==> config.mk <==
export PLATFORM = sky130hd
export DESIGN_NAME = minterm_stream_classifier
export DESIGN_NICKNAME = d
export VERILOG_FILES = /design/src/rtl/minterm_pkg.sv /design/src/rtl/minterm_lut.sv /design/src/rtl/minterm_stream_classifier.sv
export SDC_FILE = /design/constraint.sdc
export NUM_CORES = 1
export LEC_CHECK = 0
export BUFFER_PORTS_ARGS = -buffer_cell sky130_fd_sc_hd__buf_2
export CELL_PAD_IN_SITES_DETAIL_PLACEMENT = 0
export CELL_PAD_IN_SITES_GLOBAL_PLACEMENT = 2
export CORE_MARGIN = 8
export CORE_UTILIZATION = 31
export CTS_CLUSTER_SIZE = 20
export DETAILED_ROUTE_END_ITERATION = 16
export PLACE_DENSITY_LB_ADDON = 0.1
export REMOVE_ABC_BUFFERS = 1
export SLEW_MARGIN = 5
export SYNTH_ARGS = -nofsm -noshare
export SYNTH_HDL_FRONTEND = slang
export SYNTH_SLANG_ARGS = --single-unit
==> constraint.sdc <==
create_clock -name clk -period 2.2 [get_ports clk]
set_clock_uncertainty 0.05 [all_clocks]
set_input_delay 0.22 -clock clk [delete_from_list [all_inputs] [get_ports clk]]
set_output_delay 0.22 -clock clk [all_outputs]
set_load 0.005 [all_outputs]
==> src/rtl/minterm_pkg.sv <==
// Shared types and helpers for the minterm stream classifier.
package minterm_pkg;

    localparam int MAX_W = 8;

    // 4-input exercise: on-set {2,7,15}, don't-care set {3,8,11,12}
    localparam logic [15:0] DEF_ONSET = 16'h8084;
    localparam logic [15:0] DEF_DCSET = 16'h1908;

    typedef struct packed {
        logic             sop;
        logic             pos;
        logic             dc;
        logic [MAX_W-1:0] data;
    } mt_res_t;

    function automatic logic [31:0] sat_inc(input logic [31:0] v, input int unsigned w);
        logic [32:0] max_v;
        max_v = (33'd1 << w) - 33'd1;
        if ({1'b0, v} >= max_v) return v;
        return v + 32'd1;
    endfunction

endpackage

==> src/rtl/minterm_lut.sv <==
// Combinational minterm lookup: vector -> SOP/POS/don't-care result.
module minterm_lut
    import minterm_pkg::*;
#(
    parameter int                    WIDTH = 4,
    parameter logic [(1<<WIDTH)-1:0] ONSET = DEF_ONSET,
    parameter logic [(1<<WIDTH)-1:0] DCSET = DEF_DCSET
) (
    input  logic [WIDTH-1:0] vec_i,
    output mt_res_t          res_o
);

    if (WIDTH < 1 || WIDTH > MAX_W || (ONSET & DCSET) != '0) begin : g_bad_params
        $fatal(1, "minterm_lut: illegal WIDTH or overlapping ONSET/DCSET");
    end

    logic on, dc;
    assign on = ONSET[vec_i];
    assign dc = DCSET[vec_i];

    always_comb begin
        res_o                  = '0;
        res_o.sop              = on & ~dc;
        res_o.pos              = on | dc;
        res_o.dc               = dc;
        res_o.data[WIDTH-1:0]  = vec_i;
    end

endmodule

==> src/rtl/minterm_stream_classifier.sv <==
// Two-stage valid/ready classifier with saturating hit and don't-care counters.
module minterm_stream_classifier
    import minterm_pkg::*;
#(
    parameter int                    WIDTH = 4,
    parameter logic [(1<<WIDTH)-1:0] ONSET = DEF_ONSET,
    parameter logic [(1<<WIDTH)-1:0] DCSET = DEF_DCSET,
    parameter int                    CNT_W = 8
) (
    input  logic             clk,
    input  logic             reset,
    input  logic             in_valid,
    output logic             in_ready,
    input  logic [WIDTH-1:0] in_data,
    output logic             out_valid,
    input  logic             out_ready,
    output logic             out_sop,
    output logic             out_pos,
    output logic             out_dc,
    output logic [WIDTH-1:0] out_data,
    input  logic             clr_counts,
    output logic [CNT_W-1:0] hit_count,
    output logic [CNT_W-1:0] dc_count
);

    logic             s1_v_q, s2_v_q;
    logic [WIDTH-1:0] s1_data_q;
    mt_res_t          res_q, lut_res;
    logic [CNT_W-1:0] hit_q, hit_d, dc_q, dc_d;
    logic [31:0]      hit_inc, dc_inc;
    logic             s1_load, s2_load, in_fire, out_fire;
    logic             unused_bits;

    minterm_lut #(.WIDTH(WIDTH), .ONSET(ONSET), .DCSET(DCSET)) u_lut (
        .vec_i (s1_data_q),
        .res_o (lut_res)
    );

    // Ready ripples back combinationally so a full pipe still streams at 1/cycle
    assign s2_load  = !s2_v_q || out_ready;
    assign s1_load  = !s1_v_q || s2_load;
    assign in_ready = !reset && s1_load;
    assign in_fire  = in_valid && in_ready;
    assign out_fire = s2_v_q && out_ready;

    always_comb begin
        hit_inc = sat_inc(32'(hit_q), CNT_W);
        dc_inc  = sat_inc(32'(dc_q), CNT_W);
        hit_d   = hit_q;
        dc_d    = dc_q;
        if (clr_counts) begin
            hit_d = '0;
            dc_d  = '0;
        end else if (out_fire) begin
            if (res_q.sop) hit_d = hit_inc[CNT_W-1:0];
            if (res_q.dc)  dc_d  = dc_inc[CNT_W-1:0];
        end
    end

    always_ff @(posedge clk) begin
        if (reset) begin
            s1_v_q    <= 1'b0;
            s2_v_q    <= 1'b0;
            s1_data_q <= '0;
            res_q     <= '0;
            hit_q     <= '0;
            dc_q      <= '0;
        end else begin
            if (s1_load) s1_v_q <= in_fire;
            if (in_fire) s1_data_q <= in_data;
            if (s2_load) s2_v_q <= s1_v_q;
            if (s2_load && s1_v_q) res_q <= lut_res;
            hit_q <= hit_d;
            dc_q  <= dc_d;
        end
    end

    assign out_valid   = s2_v_q;
    assign out_sop     = res_q.sop;
    assign out_pos     = res_q.pos;
    assign out_dc      = res_q.dc;
    assign out_data    = res_q.data[WIDTH-1:0];
    assign hit_count   = hit_q;
    assign dc_count    = dc_q;
    assign unused_bits = ^{res_q.data, hit_inc, dc_inc};

endmodule

Word level (Yosys, flattened, before mapping) --
Memories as Yosys holds them, arrays and structs flattened. A register that Yosys moved wholly into a read port is not among the register bits. Index checks and enable logic that the tools add are counted.
Storage, ports and cells: register bits after elaboration 29, memory bits (read-only) 32, bits of input ports 9, output and inout port bits 25, word-level logic and storage cells 43, memories kept 2
Operators by class: $add $sub $neg 2, magnitude comparators 3, equality and inequality tests 2, mux-type cells 10, bitwise gates (word level) 3, reduce and logical (&&, ||, !) cells 12
Memories:
- (no name shown) | words 16, bits a word 1, rd ports 1, clocked after Yosys merged registers in 1, wr ports 0, line minterm_lut.sv:18 | assign on = ONSET[vec_i];
- (no name shown) | words 16, bits a word 1, rd ports 1, clocked after Yosys merged registers in 1, wr ports 0, line minterm_lut.sv:19 | assign dc = DCSET[vec_i];
Operator list (count):
- $add 8x1->8 const B | 2
- $ge 8x8->1 const B | 2
- $mux 4 | 4
- $mux 8 | 2
- $reduce_and 3->1 | 2
- $lt 4x5->1 const B | 1
- $logic_and 1x1->1 | 4
- $mux 1 | 4
- $ne 2x2->1 const B | 2
- $logic_not 1->1 | 3
- $logic_or 1x1->1 | 2
- $reduce_or 2->1 | 1
- $and 1x1->1 | 1
- $not 1->1 | 1
- $or 1x1->1 | 1

Logic depth before layout (Yosys ltp) --
Gate-level depths: netlist of the first run.
depth after elaboration 7, mapped depth 10

Modules after synthesis --
Synthesis of the first run repeated with hierarchy kept, for this count alone.
Second synthesis, totals: cell total of the unflattened synthesis 164, area, all modules 1463.9 µm²
By module, submodules not included:
- minterm_stream_classifier | times used 1, cells each 138, area each 1261.2 µm², seq. area each 580.6 µm²
- minterm_lut | times used 1, cells each 26, area each 202.7 µm², seq. area each 0.0 µm²

Worst setup path after synthesis of the first run --
Ideal clock, no wire load.
path kind reg-to-reg, from register s2_v_q (netlist: out_valid), to register, netlist name u_lut.dc, library setup time 0.128 ns, arrival 1.756 ns, data required time 2.022 ns, slack 0.267 ns, cell stages (with the launch flop) 10, buffers on the path 1, clock period less this slack 1.933 ns, cell sequence dfxtp_1 and3b_1 clkbuf_1 o211ai_1 nand2_1 inv_1 ha_1 and4_1 a311oi_1 mux2i_1
RTL lines:
- start: declaration | line minterm_stream_classifier.sv:26 | logic s1_v_q, s2_v_q;
- start signal: assignment | line minterm_stream_classifier.sv:71 | if (s2_load) s2_v_q <= s1_v_q;

==> impl_metrics.env, run 1 <==
export IMPL_status="complete, no violations"
export IMPL_grt_setup_unrepaired="no"
export IMPL_wire_per_inst_um=14.0
export IMPL_crit_arrival_ps=2030
export IMPL_fin_util=0.394
export IMPL_end_kind="flip-flop"
export IMPL_drtIter0Drc=55
export IMPL_clock_sinks=31
export IMPL_row_count=25
export IMPL_irDropWorstVdd_mv=0.207
export IMPL_synth_top_cell_area_share=0.406
export IMPL_period_share=0.868
export IMPL_pin_count=34
export IMPL_cts_root_buf="clkbuf_8"
export IMPL_power_density_nw_per_um2=589
export IMPL_synthArstFlopShare=0
export IMPL_syn_inst=174
export IMPL_portBuffers=33
export IMPL_finalCriticalPeriod_ps=1910
export IMPL_hold_viol_final=0
export IMPL_syn_area_per_cell_um2=8.78
export IMPL_post_cts_resized=0
export IMPL_grt_max_degree=17
export IMPL_gp_congestion=0.812
export IMPL_clockBufferDepth=2
export IMPL_worstSetupPathType="reg2reg"
export IMPL_hp_class="in2reg"
export IMPL_synth_cell_types=37
export IMPL_synth_edf_count=0
export IMPL_numCtsBuffers=5
export IMPL_design_area_um2=1870
export IMPL_nFillCells=505
export IMPL_h_tree_depth=2
export IMPL_synth_cell_area_um2=1530
export IMPL_holdWs_ps=131
export IMPL_via_count=1399
export IMPL_clk_latency_ps=280
export IMPL_grt_pass1_wl_um=6340
export IMPL_ys_ff_latch=31
export IMPL_tns_ps=0
export IMPL_chipWidth_um=86.2
export IMPL_cp_max_fo=7
export IMPL_required_ps=2310
export IMPL_synth_warnings=0
export IMPL_initial_core_util=0.321
export IMPL_cts_hold_repair_buffers=0
export IMPL_grt_overflow=0
export IMPL_grt_pass1_vias=1353
export IMPL_dieArea_um2=7430
export IMPL_maxSlewHeadroom=0.714
export IMPL_tightest_slew_ps=425
export IMPL_drcViolationCount=0
export IMPL_area_growth_pct=22.7
export IMPL_yosysTopAreaCell="dfxtp_1"
export IMPL_synth_ff_type="dfxtp_1"
export IMPL_yosysSeqAreaShare=0.406
export IMPL_finalSetupViolations=0
export IMPL_antenna_found_initial=0
export IMPL_clkSlewWorstSetupHoldPaths_ps=70
export IMPL_nets=228
export IMPL_power_mw=1.10
export IMPL_drt_pass1_iter_count=4
export IMPL_placed_area_um2=1790
export IMPL_grt_total_usage=0.108
export IMPL_power_leakage_nw=0.761
export IMPL_start_kind="flip-flop"
export IMPL_cap_violations=0
export IMPL_drive_gt1_frac=0.243
export IMPL_fmax_ghz=0.523
export IMPL_routed_wl_um=3930
export IMPL_antenna_left=0
export IMPL_antenna_diode_count=0
export IMPL_yosys_top_cells_area="dfxtp_1 41%, nand3_1 5.9%, ha_1 4.9%"
export IMPL_viasPerCell=4.98
export IMPL_slew_viol_final=0
export IMPL_hpwl_um=2900
export IMPL_dieHeight_um=86.2
export IMPL_cts_tree="built"
export IMPL_cts_setup_buffers=0
export IMPL_core_area_um2=4750
[registers in the layout (all words and copies together) (netlist names)]
name / flops
s1_v_q: 1
hit_count: 8
u_lut.on: 1
u_lut.dc: 1
dc_count: 8
s1_data_q: 4
out_dc: 1
out_data: 4
out_sop: 1
out_valid: 1
out_pos: 1
[path summary, 6_finish.rpt]
check	cells after the start	slack (ps)	endpoint	startpoint
worst min register to register	2	400	out_data[3]$_SDFFE_PP0P_	out_data[3]$_SDFFE_PP0P_
worst max register to register	8	290	u_lut.dc$_DFF_P_	s1_v_q$_SDFFE_PP0N_
worst max-delay path	8	290	u_lut.dc$_DFF_P_	s1_v_q$_SDFFE_PP0N_
worst min-delay path	3	130	s1_data_q[0]$_SDFFE_PP0N_	in_data[0]
[where the power goes]
part           total, mW  internal (mW)  switching (mW)
clock              0.441          0.216           0.224
combinational     0.0808         0.0329          0.0479
sequential         0.583          0.574         0.00883
total               1.10          0.823           0.281
[logic make-up (layout without fill, tap and decap cells)]
family,count (synthesis),count (layout),synth area share
AOI/OAI and AO/OA,33,33,0.169
xor gates and xnor gates,10,10,0.0573
adders and majority gates,6,6,0.0491
buffers and inverters,14,54,0.0352
DFF,31,31,0.406
muxes,5,5,0.0328
and+or+nand+nor,75,75,0.251
[critical path, stage by stage, from the launching register on]
cell and delay [ps]:
dfxtp_1 330, and3b_1 320, o211ai_1 140, nand2_1 160, inv_1 60, ha_1 210, and4_1 180, a311oi_1 230
mux2i_1 100
[cells in the mapped netlist (2+ instances only)]
cell,n
a2111oi_2,4
a211oi_1,4
a21oi_1,10
a31oi_1,2
and2_1,2
and3_1,2
and3b_1,2
and4_1,3
clkbuf_1,5
dfxtp_1,31
ha_1,6
inv_1,8
mux2i_1,5
nand2_1,17
nand3_1,18
nand4_1,4
nor2_1,14
nor2b_1,2
nor3_1,3
o211ai_1,6
or3_1,2
xnor2_1,8
xor2_1,2
[layout make-up]
cell class | instances | area [um2] | area share
multi-input combinational | 129 | 853 | 0.455
inverter | 8 | 30.0 | 0.0160
sequential | 31 | 621 | 0.331
clock buffer | 5 | 68.8 | 0.0367
timing repair buffer | 38 | 203 | 0.108
tap | 67 | 83.8 | 0.0447
clock inverter | 3 | 15.0 | 0.00801
[per-layer routing]
layer,vias up,global-route usage,wire [um]
met5,-,0,0
met4,0,0.0376,23
met3,4,0.0406,216
met2,35,0.183,1900
met1,646,0.121,1790
li1,714,-,-
[cells in the final DEF, fill, tap and decap left out, types with 3 or more instances in the layout]
cell | Yosys | routed
o211ai_1 | 6 | 6
a211oi_1 | 4 | 4
dfxtp_1 | 31 | 31
mux2i_1 | 5 | 5
inv_1 | 8 | 8
and4_1 | 3 | 3
ha_1 | 6 | 6
a21oi_1 | 10 | 10
nor3_1 | 3 | 3
nand3_1 | 18 | 18
clkinv_2 | 0 | 3
nand4_1 | 4 | 4
nor2_1 | 14 | 14
xnor2_1 | 8 | 8
a2111oi_2 | 4 | 4
buf_2 | 1 | 33
buf_4 | 0 | 5
nand2_1 | 17 | 17
clkbuf_8 | 0 | 5
[metrics by stage]
| stage | setup slack, ps | std cells |
|---|---|---|
| global route | 91.7 | 281 |
| floorplan | 312 | 168 |
| global placement | 250 | 273 |
| detailed placement | 193 | 273 |
| CTS | 288 | 281 |
| finish | 290 | 281 |
(Power assumes the default switching activity.)
==> run 2: changes to the inputs <==
--- a/config.mk
+++ b/config.mk
@@ -17,4 +17,5 @@
 export SLEW_MARGIN = 5
 export SYNTH_ARGS = -nofsm -noshare
 export SYNTH_HDL_FRONTEND = slang
+export SYNTH_HIERARCHICAL = 1
 export SYNTH_SLANG_ARGS = --single-unit
==> run 2 against run 1 <==
Clock power fell by 1%. Synthesized area down 6.4%. Power fell by 3.3%. Via count decreased by 14%. Sequential power decreased by 5.3%. Global-route usage is 1.0 points lower. Setup slack gained 280 ps. Critical path depth decreased by 3. Combinational power down 0.7%. Maximum frequency grew 17%. Hold slack got worse by 11 ps. Highest routed layer unchanged. Count of clock-buffer cells in the layout rose by 2. Largest cell class unchanged.
==> impl_metrics.env, run 2 <==
export IMPL_grt_total_usage=0.0972
export IMPL_met2_usage=0.148
export IMPL_met1_usage=0.119
export IMPL_top_usage_layer="met2"
export IMPL_critPathLaunch="dc_count[0]$_SDFFE_PP0P_"
export IMPL_synth_warnings=6
export IMPL_pin_count=34
export IMPL_cap_violations=0
export IMPL_numCtsBuffers=5
export IMPL_power_leakage_nw=0.726
export IMPL_fmax_ghz=0.613
export IMPL_hp_class="in2reg"
export IMPL_portBuffers=33
export IMPL_drtIter0Drc=55
export IMPL_irDropWorstVdd_mv=0.383
export IMPL_post_cts_resized=0
export IMPL_power_density_nw_per_um2=635
export IMPL_cp_cell_sequence="ha_1, nand3_1, o21bai_4, or4_1, a21oi_1"
export IMPL_routed_wl_um=3310
export IMPL_cts_root_buf="clkbuf_8"
export IMPL_cts_setup_buffers=0
export IMPL_wire_per_inst_um=13.7
export IMPL_area_growth_pct=17.6
export IMPL_grt_max_degree=17
export IMPL_cts_hold_repair_buffers=0
export IMPL_chipWidth_um=83.9
export IMPL_design_area_um2=1680
export IMPL_end_kind="flip-flop"
export IMPL_syn_area_per_cell_um2=8.99
export IMPL_initial_core_util=0.324
export IMPL_placed_area_um2=1600
export IMPL_drive_gt1_frac=0.270
export IMPL_slew_viol_final=0
export IMPL_synth_cell_area_um2=1430
export IMPL_antenna_left=0
export IMPL_r2r_start="dc_count[0]$_SDFFE_PP0P_"
export IMPL_grt_setup_unrepaired="no"
export IMPL_cp_max_fo=13
export IMPL_syn_inst=159
export IMPL_antenna_found_initial=0
export IMPL_grt_pass1_wl_um=5660
export IMPL_final_common_cell="buf_2"
export IMPL_hpwl_um=2480
export IMPL_viasPerCell=4.99
export IMPL_grt_pass1_vias=1179
export IMPL_grt_overflow=0
export IMPL_finalCriticalPeriod_ps=1630
export IMPL_clock_sinks=29
export IMPL_period_share=0.742
export IMPL_status="complete, no violations"
export IMPL_via_count=1202
export IMPL_crit_path_max_incr_delay_ps=490
export IMPL_row_count=24
export IMPL_nets=203
export IMPL_dieArea_um2=7040
export IMPL_start_kind="flip-flop"
export IMPL_clockBufferDepth=2
export IMPL_antenna_diode_count=0
export IMPL_dieHeight_um=83.9
export IMPL_tns_ps=0
export IMPL_clkSlewWorstSetupHoldPaths_ps=60
export IMPL_drt_pass1_iter_count=4
export IMPL_hold_viol_final=0
export IMPL_clk_latency_ps=270
export IMPL_final_cell_mix="33 x buf_2, 29 x dfxtp_1, 18 x nor2_1, 10 x a21oi_1"
export IMPL_critPathSlowestCell="or4_1"
export IMPL_worstSetupPathType="reg2reg"
export IMPL_cts_tree="built"
export IMPL_gr_usage_met3=0.0449
export IMPL_crit_arrival_ps=1790
export IMPL_hold_path_startpoint="in_data[1]"
export IMPL_drcViolationCount=0
export IMPL_maxSlewHeadroom=0.689
export IMPL_core_area_um2=4410
export IMPL_required_ps=2360
export IMPL_h_tree_depth=2
export IMPL_finalSetupViolations=0
export IMPL_tightest_slew_ps=467
export IMPL_gp_congestion=0.740
run 2: final timing paths:
check	to	slack, ps	cells past startpoint
max	dc_count[7]$_SDFFE_PP0P_	570	5
min	s1_data_q[1]$_SDFFE_PP0P_	120	2
max reg2reg	dc_count[7]$_SDFFE_PP0P_	570	5
min reg2reg	hit_count[5]$_SDFFE_PP0P_	430	1
run 2: cell type report:
class / instances / area, um2
Tap cell: 52 / 65.1
Sequential cell: 29 / 581
Clock buffer: 7 / 86.3
Fill cell: 470 / 2730
Timing Repair Buffer: 33 / 165
Inverter: 6 / 22.5
Multi-Input combinational cell: 114 / 762
run 2: critical path, delay by kind of cell (launching register included):
kind / cells / cell delay, ps
simple gates: 2 / 630
fa+ha+maj: 1 / 260
compound gates: 2 / 270
flops: 1 / 360
run 2: stage by stage:
| stage | std cells | total power, mW | hold slack (ps) | setup slack (ps) | util |
|---|---|---|---|---|---|
| final | 241 | 1.07 | 121 | 569 | 0.381 |
| after CTS | 241 | 1.09 | 114 | 578 | 0.381 |
| after global placement | 234 | 0.643 | 395 | 651 | 0.361 |
| after global routing | 241 | 1.12 | 113 | 426 | 0.381 |
| after floorplan | 149 | 0.612 | 242 | 674 | - |
| after detailed placement | 234 | 0.645 | 403 | 595 | 0.361 |
run 2: where the power goes:
part           internal, mW  switching (mW)  leakage (nW)  total [mW]
combinational        0.0398          0.0405         0.446      0.0802
clock                 0.247           0.188        0.0443       0.435
sequential            0.538          0.0141         0.235       0.552
run 2: metal layers:
layer	vias up	routed length (um)
met5	-	0
met4	0	35
met3	4	152
met2	20	1470
met1	558	1650
li1	620	-
